`src/rtl/uart_defs.sv`:
```
// Shared UART types: frame configuration, TX status word and TX state encoding,
// plus helpers that decode the configured data length.
package uart_defs;

    localparam int DATA_MAX = 9;

    typedef struct packed {
        logic [3:0] frame_len;
        logic       parity;
        logic       dstop;
        logic       flow_control;
        logic       flush_tx;
    } Config_t;

    typedef struct packed {
        logic busy;
        logic fifo_full;
        logic fifo_empty;
    } TXStatus_t;

    typedef enum logic [2:0] {
        IDLE,
        START,
        DATA,
        PARITY,
        STOP,
        DSTOP
    } TXState_t;

    // Lowest set bit of frame_len selects 5..8 data bits; none set means 9.
    function automatic logic [3:0] data_len(input logic [3:0] frame_len);
        logic [3:0] n;
        if (frame_len[0])      n = 4'd5;
        else if (frame_len[1]) n = 4'd6;
        else if (frame_len[2]) n = 4'd7;
        else if (frame_len[3]) n = 4'd8;
        else                   n = 4'd9;
        return n;
    endfunction

    function automatic logic [DATA_MAX-1:0] len_mask(input logic [3:0] n);
        logic [DATA_MAX-1:0] m;
        m = '0;
        for (int i = 0; i < DATA_MAX; i++) begin
            if (i < int'(n)) m[i] = 1'b1;
        end
        return m;
    endfunction

endpackage

```
`src/rtl/fifo_sync.sv`:
```
// Single-clock FIFO with registered full/empty flags and a same-cycle flush.
// buffer_size must be a power of two so the pointers wrap naturally.
module fifo_sync #(
    parameter int data_size   = 9,
    parameter int buffer_size = 8
) (
    input  logic                 clk,
    input  logic                 rst_n,
    input  logic                 flush,
    input  logic                 enq_valid,
    output logic                 enq_ready,
    input  logic [data_size-1:0] enq_data,
    output logic                 deq_valid,
    input  logic                 deq_ready,
    output logic [data_size-1:0] deq_data,
    output logic                 full,
    output logic                 empty
);

    localparam int AW = $clog2(buffer_size);

    logic [data_size-1:0] mem [buffer_size];
    logic [AW-1:0]        wr_ptr;
    logic [AW-1:0]        rd_ptr;
    logic [AW:0]          count;
    logic [AW:0]          count_next;
    logic                 do_enq;
    logic                 do_deq;

    assign enq_ready = ~full;
    assign deq_valid = ~empty;
    assign deq_data  = mem[rd_ptr];

    // A flush wins over any enqueue or dequeue in the same cycle.
    assign do_enq = enq_valid & ~full & ~flush;
    assign do_deq = deq_ready & ~empty & ~flush;

    always_comb begin
        count_next = count;
        if (flush) begin
            count_next = '0;
        end else begin
            count_next = count + (AW+1)'(do_enq) - (AW+1)'(do_deq);
        end
    end

    always_ff @(posedge clk or negedge rst_n) begin
        if (!rst_n) begin
            wr_ptr <= '0;
            rd_ptr <= '0;
            count  <= '0;
            full   <= 1'b0;
            empty  <= 1'b1;
        end else begin
            if (flush) begin
                wr_ptr <= '0;
                rd_ptr <= '0;
            end else begin
                if (do_enq) wr_ptr <= wr_ptr + 1'b1;
                if (do_deq) rd_ptr <= rd_ptr + 1'b1;
            end
            count <= count_next;
            full  <= (count_next == (AW+1)'(buffer_size));
            empty <= (count_next == '0);
        end
    end

    always_ff @(posedge clk) begin
        if (do_enq) mem[wr_ptr] <= enq_data;
    end

endmodule

```
`src/rtl/uart_tx.sv`:
```
// UART transmitter: FIFO-buffered words serialized as start, 5-9 data bits
// (LSB first), optional odd parity and one or two stop bits, paced by baud_tick_i.
module uart_tx
    import uart_defs::*;
#(
    parameter int FIFO_DEPTH = 8
) (
    input  logic      clk,
    input  logic      rst_n,
    input  logic      baud_tick_i,
    input  logic      tx_enable_i,
    input  logic [8:0] tx_d_i,
    input  logic      tx_d_valid_i,
    output logic      tx_d_ready_o,
    output logic      tx_o,
    input  logic      cts_n_i,
    output logic      tx_done_o,
    output TXStatus_t tx_status_o,
    input  Config_t   uart_config_i
);

    TXState_t   state;
    TXState_t   state_next;
    logic [8:0] shift;
    logic [8:0] shift_next;
    logic [8:0] head;
    logic [3:0] bit_cnt;
    logic [3:0] bit_cnt_next;
    logic [3:0] last_bit;
    logic [3:0] last_bit_next;
    logic [3:0] cfg_len;
    logic       par_en;
    logic       par_en_next;
    logic       dstop_en;
    logic       dstop_en_next;
    logic       par_bit;
    logic       par_bit_next;
    logic       tx_next;
    logic       done_next;
    logic       pop;
    logic       load;
    logic       launch;
    logic       head_valid;
    logic       fifo_full;
    logic       fifo_empty;
    logic       cts_meta;
    logic       cts_sync;
    logic       cts_ok;

    fifo_sync #(
        .data_size  (9),
        .buffer_size(FIFO_DEPTH)
    ) u_fifo (
        .clk      (clk),
        .rst_n    (rst_n),
        .flush    (uart_config_i.flush_tx),
        .enq_valid(tx_d_valid_i),
        .enq_ready(tx_d_ready_o),
        .enq_data (tx_d_i),
        .deq_valid(head_valid),
        .deq_ready(pop),
        .deq_data (head),
        .full     (fifo_full),
        .empty    (fifo_empty)
    );

    // cts_n_i is asynchronous; reset to "not clear" so nothing launches early.
    always_ff @(posedge clk or negedge rst_n) begin
        if (!rst_n) begin
            cts_meta <= 1'b1;
            cts_sync <= 1'b1;
        end else begin
            cts_meta <= cts_n_i;
            cts_sync <= cts_meta;
        end
    end

    assign cts_ok  = ~uart_config_i.flow_control | ~cts_sync;
    assign launch  = baud_tick_i & tx_enable_i & head_valid & cts_ok;
    assign cfg_len = data_len(uart_config_i.frame_len);

    always_comb begin
        state_next    = state;
        shift_next    = shift;
        bit_cnt_next  = bit_cnt;
        last_bit_next = last_bit;
        par_en_next   = par_en;
        dstop_en_next = dstop_en;
        par_bit_next  = par_bit;
        done_next     = 1'b0;
        load          = 1'b0;
        tx_next       = 1'b1;

        if (baud_tick_i) begin
            case (state)
                IDLE: begin
                    load = launch;
                end
                START: begin
                    state_next   = DATA;
                    bit_cnt_next = last_bit;
                end
                DATA: begin
                    if (bit_cnt == 4'd0) begin
                        state_next = par_en ? PARITY : STOP;
                    end else begin
                        shift_next   = {1'b0, shift[8:1]};
                        bit_cnt_next = bit_cnt - 4'd1;
                    end
                end
                PARITY: begin
                    state_next = STOP;
                end
                STOP: begin
                    if (dstop_en) begin
                        state_next = DSTOP;
                    end else begin
                        done_next  = 1'b1;
                        state_next = IDLE;
                        load       = launch;
                    end
                end
                DSTOP: begin
                    done_next  = 1'b1;
                    state_next = IDLE;
                    load       = launch;
                end
                default: begin
                    state_next = IDLE;
                end
            endcase
        end

        // Frame format is captured here so later config changes cannot disturb it.
        if (load) begin
            state_next    = START;
            shift_next    = head;
            last_bit_next = cfg_len - 4'd1;
            par_en_next   = uart_config_i.parity;
            dstop_en_next = uart_config_i.dstop;
            par_bit_next  = ~^(head & len_mask(cfg_len));
        end

        case (state_next)
            START:   tx_next = 1'b0;
            DATA:    tx_next = shift_next[0];
            PARITY:  tx_next = par_bit_next;
            default: tx_next = 1'b1;
        endcase
    end

    assign pop = load;

    always_ff @(posedge clk or negedge rst_n) begin
        if (!rst_n) begin
            state     <= IDLE;
            shift     <= '0;
            bit_cnt   <= '0;
            last_bit  <= '0;
            par_en    <= 1'b0;
            dstop_en  <= 1'b0;
            par_bit   <= 1'b0;
            tx_o      <= 1'b1;
            tx_done_o <= 1'b0;
        end else begin
            state     <= state_next;
            shift     <= shift_next;
            bit_cnt   <= bit_cnt_next;
            last_bit  <= last_bit_next;
            par_en    <= par_en_next;
            dstop_en  <= dstop_en_next;
            par_bit   <= par_bit_next;
            tx_o      <= tx_next;
            tx_done_o <= done_next;
        end
    end

    assign tx_status_o = {(state != IDLE), fifo_full, fifo_empty};

endmodule

```
`config.mk`:
```
export PLATFORM = sky130hd
export DESIGN_NAME = uart_tx
export DESIGN_NICKNAME = d
export VERILOG_FILES = /design/src/rtl/uart_defs.sv /design/src/rtl/fifo_sync.sv /design/src/rtl/uart_tx.sv
export SDC_FILE = /design/constraint.sdc
export NUM_CORES = 1
export LEC_CHECK = 0
export ABC_AREA = 1
export ABC_CLOCK_PERIOD_IN_PS = 4100
export BUFFER_PORTS_ARGS = -buffer_cell sky130_fd_sc_hd__buf_2
export CAP_MARGIN = 20
export CORE_UTILIZATION = 60
export DETAILED_ROUTE_END_ITERATION = 7
export PLACE_DENSITY = 0.79
export SLEW_MARGIN = 20
export SYNTH_ARGS = -nofsm -noshare
export SYNTH_HDL_FRONTEND = slang
export SYNTH_HIERARCHICAL = 1
export SYNTH_SLANG_ARGS = --single-unit
```
`constraint.sdc`:
```
create_clock -name clk -period 4.1 [get_ports clk]
set_input_delay 0.615 -clock clk [delete_from_list [all_inputs] [get_ports clk]]
set_output_delay 0.615 -clock clk [all_outputs]
set_load 0.02 [all_outputs]
```
After elaboration in Yosys (flattened, before gate mapping)
Memories as Yosys holds them, arrays and structs flattened.
Cells that the tools add are included.
Word-level totals
  register bits after elaboration: 39
  bits in latches: 0
  bits in writable memories: 72
  memory bits (read-only): 0
  memories kept: 1
Operators by class
  $add $sub $neg: 6
  multipliers: 0
  div/mod/pow operators: 0
  order comparisons: 9
  eq/ne operators: 11
  shifts and indexed selects: 0
  mux-type cells: 49
  bitwise logic cells: 14
  reduce and logical (&&, ||, !) cells: 13
Memory list
  u_fifo.mem: words 8, bits a word 9, rd ports 1, clocked after memory_dff 0, wr ports 1, RTL line fifo_sync.sv:22  | logic [data_size-1:0] mem [buffer_size];
Operator list (number)
  9-bit 2-to-1 mux: 4
  3-bit 2-to-1 mux: 9
  1-bit 2-to-1 mux: 26
  4-bit 2-to-1 mux: 5
  3-bit by 4-bit < comparator with 1-bit output, first input constant: 4
  3-bit case mux with 5 select lines: 1
  3-bit by 2-bit == test with 1-bit output, second input constant: 4
  2-bit nonzero test: 5
  9-bit bitwise AND: 1
  9-bit XNOR reduction: 1
  4-bit zero test: 2
  1-bit by 4-bit < comparator with 1-bit output, first input constant: 2
  2-bit by 4-bit < comparator with 1-bit output, first input constant: 2
  4-bit case mux with 2 select lines: 1
  4-bit by 1-bit subtractor with 4-bit output, second input constant: 2
  1-bit bitwise AND: 7
  3-bit by 1-bit adder with 3-bit output, second input constant: 2
  3-bit by 1-bit == test with 1-bit output, second input constant: 2
  3-bit == test, second input constant: 2
  3-bit AND reduction: 2
  1-bit NOT: 5
  4-bit by 1-bit adder with 4-bit output: 1
  4-bit == test, second input constant: 1
  4-bit < comparator, first input constant: 1
  9 further kinds: 10

Depth between registers and ports, before layout
  depth in word-level cells: 11
  depth in mapped cells: 21

Modules after synthesis
Netlist, hierarchy kept.
By module, submodules not included
  fifo_sync: times used 1, cells each 333, area each 3589.7 um2, seq. area each 2463.6 um2
  uart_tx: times used 1, cells each 221, area each 1762.9 um2, seq. area each 679.4 um2

Worst setup path after synthesis
OpenSTA, ideal clock, no wires.
  kind: input -> register
  from: input port baud_tick_i
  to: register u_fifo.full
  arrival time: 2.613 ns
  data required time: 4.028 ns
  setup slack: 1.415 ns
  stages on the path: 17
  cells stage by stage: buf_6 > nand3_1 > a21oi_2 > nand2_4 > inv_6 > buf_6 > nand3_1 > inv_1 > ha_1 > inv_1 > ha_1 > fa_1 > inv_1 > a21oi_1 > nor2_1 > inv_1 > nor2_1
On the way
  cells in the longest elaborated chain, start to end: 11
Ends and longest elaborated chain
  from (decl): RTL line uart_tx.sv:10  | input logic baud_tick_i,
  1-bit bitwise AND (3 in series): RTL line uart_tx.sv:79  | assign launch = baud_tick_i & tx_enable_i & head_valid & cts_ok;
  1-bit 2-to-1 mux: RTL line uart_tx.sv:115  | if (dstop_en) begin
  1-bit case mux with 2 select lines: RTL line uart_tx.sv:95  | case (state)
  1-bit 2-to-1 mux (*): RTL line uart_tx.sv:94  | if (baud_tick_i) begin
  named net load: RTL line uart_tx.sv:41  | logic load;
  1-bit bitwise AND (*) (2 in series): RTL line fifo_sync.sv:36  | assign do_deq = deq_ready & ~empty & ~flush;
  4-bit by 1-bit subtractor with 4-bit output (*): RTL line fifo_sync.sv:43  | count_next = count + (AW+1)'(do_enq) - (AW+1)'(do_deq);
  4-bit 2-to-1 mux (*): RTL line fifo_sync.sv:40  | if (flush) begin
  4-bit == test (*): RTL line fifo_sync.sv:63  | full <= (count_next == (AW+1)'(buffer_size));
  to (signal assigned): RTL line fifo_sync.sv:63
  to (decl): RTL line fifo_sync.sv:16  | output logic full,
Mark *: on every way through the listed nets, which the timed path passes. The rest lies on a longest branch.
A chain may end at the register's enable or synchronous reset.

Worst setup path in the final report
  from: register state[1]
  to: register u_fifo.full
On the way
  cells in the longest elaborated chain, start to end: 9
  elaborated cells between the ends (all ways): 11
  those cells by class: add/sub: 1; eq/ne: 3; mux: 3; bitwise: 2; reduce/logical: 2
Ends and longest elaborated chain
  from (decl): RTL line uart_tx.sv:22  | TXState_t state;
  from (signal assigned): RTL line uart_tx.sv:166  | state <= state_next;
  3-bit == test / 3-bit zero test (equally long branches): RTL line uart_tx.sv:95
  2-bit OR reduction (no source line)
  1-bit case mux with 2 select lines (*): RTL line uart_tx.sv:95
  1-bit 2-to-1 mux (*): RTL line uart_tx.sv:94
  1-bit bitwise AND (*) (2 in series): RTL line fifo_sync.sv:36
  4-bit by 1-bit subtractor with 4-bit output (*): RTL line fifo_sync.sv:43
  4-bit 2-to-1 mux (*): RTL line fifo_sync.sv:40
  4-bit == test (*): RTL line fifo_sync.sv:63
Mark *: on every way between the ends. The rest lies on a longest branch, timed or not.

==> flow_summary.json <==
{
  "die-area_mm2": 0.00930,
  "synth_warnings": 6,
  "cts_root_buf": "clkbuf_8",
  "route.detailed.drc": 0,
  "endpoint_kind": "register",
  "dp_hpwl_um": 6610,
  "ys_seq_area_frac": 0.587,
  "vias_per_cell": 5.33,
  "grt_max_degree": 40,
  "syn-num-nets": 590,
  "fin_ws_ns": 1.32,
  "timing.final.crit_period_ns": 2.78,
  "place_ws_ns": 1.08,
  "cts_made_buffers": 9,
  "final-instance-count-excl-fill": 688,
  "cap_violations": 0,
  "clk-insertion-delay-late_ns": 0.37,
  "p_comb_frac": 0.242,
  "place_area_mm2": 0.00547,
  "max_slew_margin": 0.294,
  "path_clk_slew_ns": 0.11,
  "nets": 611,
  "fin_worst_skew_ns": 0.0147,
  "vias": 3665,
  "final_common_cell": "nand2_1",
  "drt_first_pass_iters": 5,
  "dieWidth_um": 96.5,
  "rows": 34,
  "synth-main-ff-cell": "edfxtp_1",
  "io_pins": 29,
  "p_leak_nw": 2.50,
  "fp.dieH_um": 96.5,
  "crit_fanout": 22,
  "worstPathArrival_ns": 3.08,
  "numClockSinks": 111,
  "period_share": 0.677,
  "p_sw_mw": 0.915,
  "setup_viol": 0,
  "fmax_ghz": 0.360,
  "cts_resized": 0,
  "async_reset_ff_frac": 0.351,
  "critPathLaunchType": "register",
  "layout_common_cells": "nand2_1 (133), nor2_1 (97), edfxtp_1 (72), inv_1 (51), dfrtp_1 (35)",
  "worstHoldPathType": "in -> async",
  "cts.path.max_buffers": 2,
  "cts_tree": "done",
  "netSwitchingFraction": 0.326,
  "p_seq_frac": 0.512,
  "critPathKind": "reg -> reg",
  "power_density_mw_per_mm2": 492,
  "p_int_mw": 1.89,
  "postCtsHoldBufs": 0,
  "place_inst": 672,
  "ir_drop_mv": 0.293,
  "required_ns": 4.40,
  "cts-htree-levels": 3,
  "p_clk_frac": 0.246,
  "grt_pass1_vias": 3297,
  "syn_to_final_growth_pct": 6.33,
  "start_util": 0.617,
  "avgRoutedWirePerCell_um": 14.4,
  "drt-total-wl_um": 9870,
  "antenna_found_initial": 0,
  "antenna_cells": 0,
  "gp_congestion": 0.843,
  "ant_nets": 0,
  "drt_iter0_markers": 169,
  "track_usage": 0.228,
  "synth_edf_count": 72,
  "fin_area_mm2": 0.00569,
  "cts_setup_buffers": 0,
  "yosysUniqueCellTypes": 41,
  "setup_tns_ns": 0,
  "drive_gt1_frac": 0.143,
  "core_area_mm2": 0.00868,
  "status": "finished, final reports clean",
  "portBuffers": 28,
  "rsz0062_at_grt": "no",
  "grt_pass1_wl_um": 15600,
  "synth_cells": 554,
  "slew_viol_final": 0,
  "whs_ns": 0.338,
  "grt_overflow": 0,
  "synth.avg_cell_area_um2": 9.66,
  "max_slew.worst_pin.slew_ns": 1.05,
  "ys_seq_elements": 111,
  "synth_area_mm2": 0.00535,
  "hold_violations": 0
}
critical path, cell delays in order (launching register included):
cell and delay (ns):
dfrtp_1 0.48, nor2_1 0.17, nand2_1 0.09, nand2_2 0.09, nand2_4 0.18, inv_6 0.19
nand3_1 0.09, inv_1 0.11, ha_1 0.23, inv_1 0.05, ha_1 0.16, fa_1 0.41
inv_1 0.08, a21oi_1 0.06, nor2_1 0.13, inv_1 0.05, nor2_1 0.12
power groups by stage:
stage | logic [mW] | clock network, mW | registers, mW
finish | 0.677 | 0.691 | 1.43
global route | 0.767 | 0.749 | 1.45
CTS | 0.683 | 0.702 | 1.43
detailed placement | 0.675 | 0 | 1.46
global placement | 0.646 | 0 | 1.45
floorplan | 0.538 | 0 | 1.45
state kept, by name, indices dropped and copies added, names as in the netlist, 3 cells and up:
signal         cells
u_fifo/wr_ptr      3
u_fifo/count       4
last_bit           4
state              3
u_fifo/mem        72
bit_cnt            4
u_fifo/rd_ptr      3
shift              9
synthesized netlist by cell type, types with 4 or more instances:
cell / count / share of area
inv_1: 51 / 0.036
dfstp_2: 4 / 0.020
nor2_4: 4 / 0.0084
nand2_1: 133 / 0.093
nand4_1: 4 / 0.0047
ha_1: 12 / 0.028
o21ai_0: 23 / 0.022
inv_2: 4 / 0.0028
a21oi_1: 5 / 0.0047
dfrtp_1: 35 / 0.16
edfxtp_1: 72 / 0.40
buf_4: 7 / 0.0098
nand2_2: 5 / 0.0058
nor2_1: 97 / 0.068
o21ai_1: 28 / 0.026
buf_6: 7 / 0.015
nand3_1: 25 / 0.023
cells by family after synthesis:
group	count (synthesis)	share of synthesized area
simple gates	280	0.227
flops	111	0.587
fa+ha+maj	13	0.0318
xor+xnor	1	0.00164
compound gates	72	0.0788
buf+inv	77	0.0741
path summary, 6_finish.rpt:
kind                       startpoint           to  slack, ns  cells after the start
min in group clk              cts_n_i     cts_meta       0.34                      1
max in group asynchronous       rst_n     shift[3]       3.19                      1
max                          state[1]  u_fifo/full       1.32                     16
min reg2reg                  cts_meta     cts_sync       0.36                      0
max reg2reg                  state[1]  u_fifo/full       1.32                     16
min                             rst_n   bit_cnt[0]       0.34                      1
routing by layer:
metal,track usage,vias to the layer above,part of all wire
met2,0.373,106,0.49
met1,0.310,1699,0.44
li1,-,1847,-
met4,0.0699,0,0.012
met5,0,-,0
met3,0.0454,13,0.054
layout make-up:
class                   instances  area (µm²)
clock buffers                   9         124
clock inverters                 7        98.8
fillers                       702        2990
inverters                      58         230
multi-input cells             366        1810
flip-flops and latches        111        3140
well taps                     108         135
repair buffers                 29         148
per-stage QoR:
step           total power, mW  utilization
3_5_place_dp              2.13        0.630
4_1_cts                   2.82        0.656
6_report                  2.80        0.656
3_3_place_gp              2.10        0.630
2_1_floorplan             1.99            -
5_1_grt                   2.97        0.656
(Power assumes the default switching activity.)
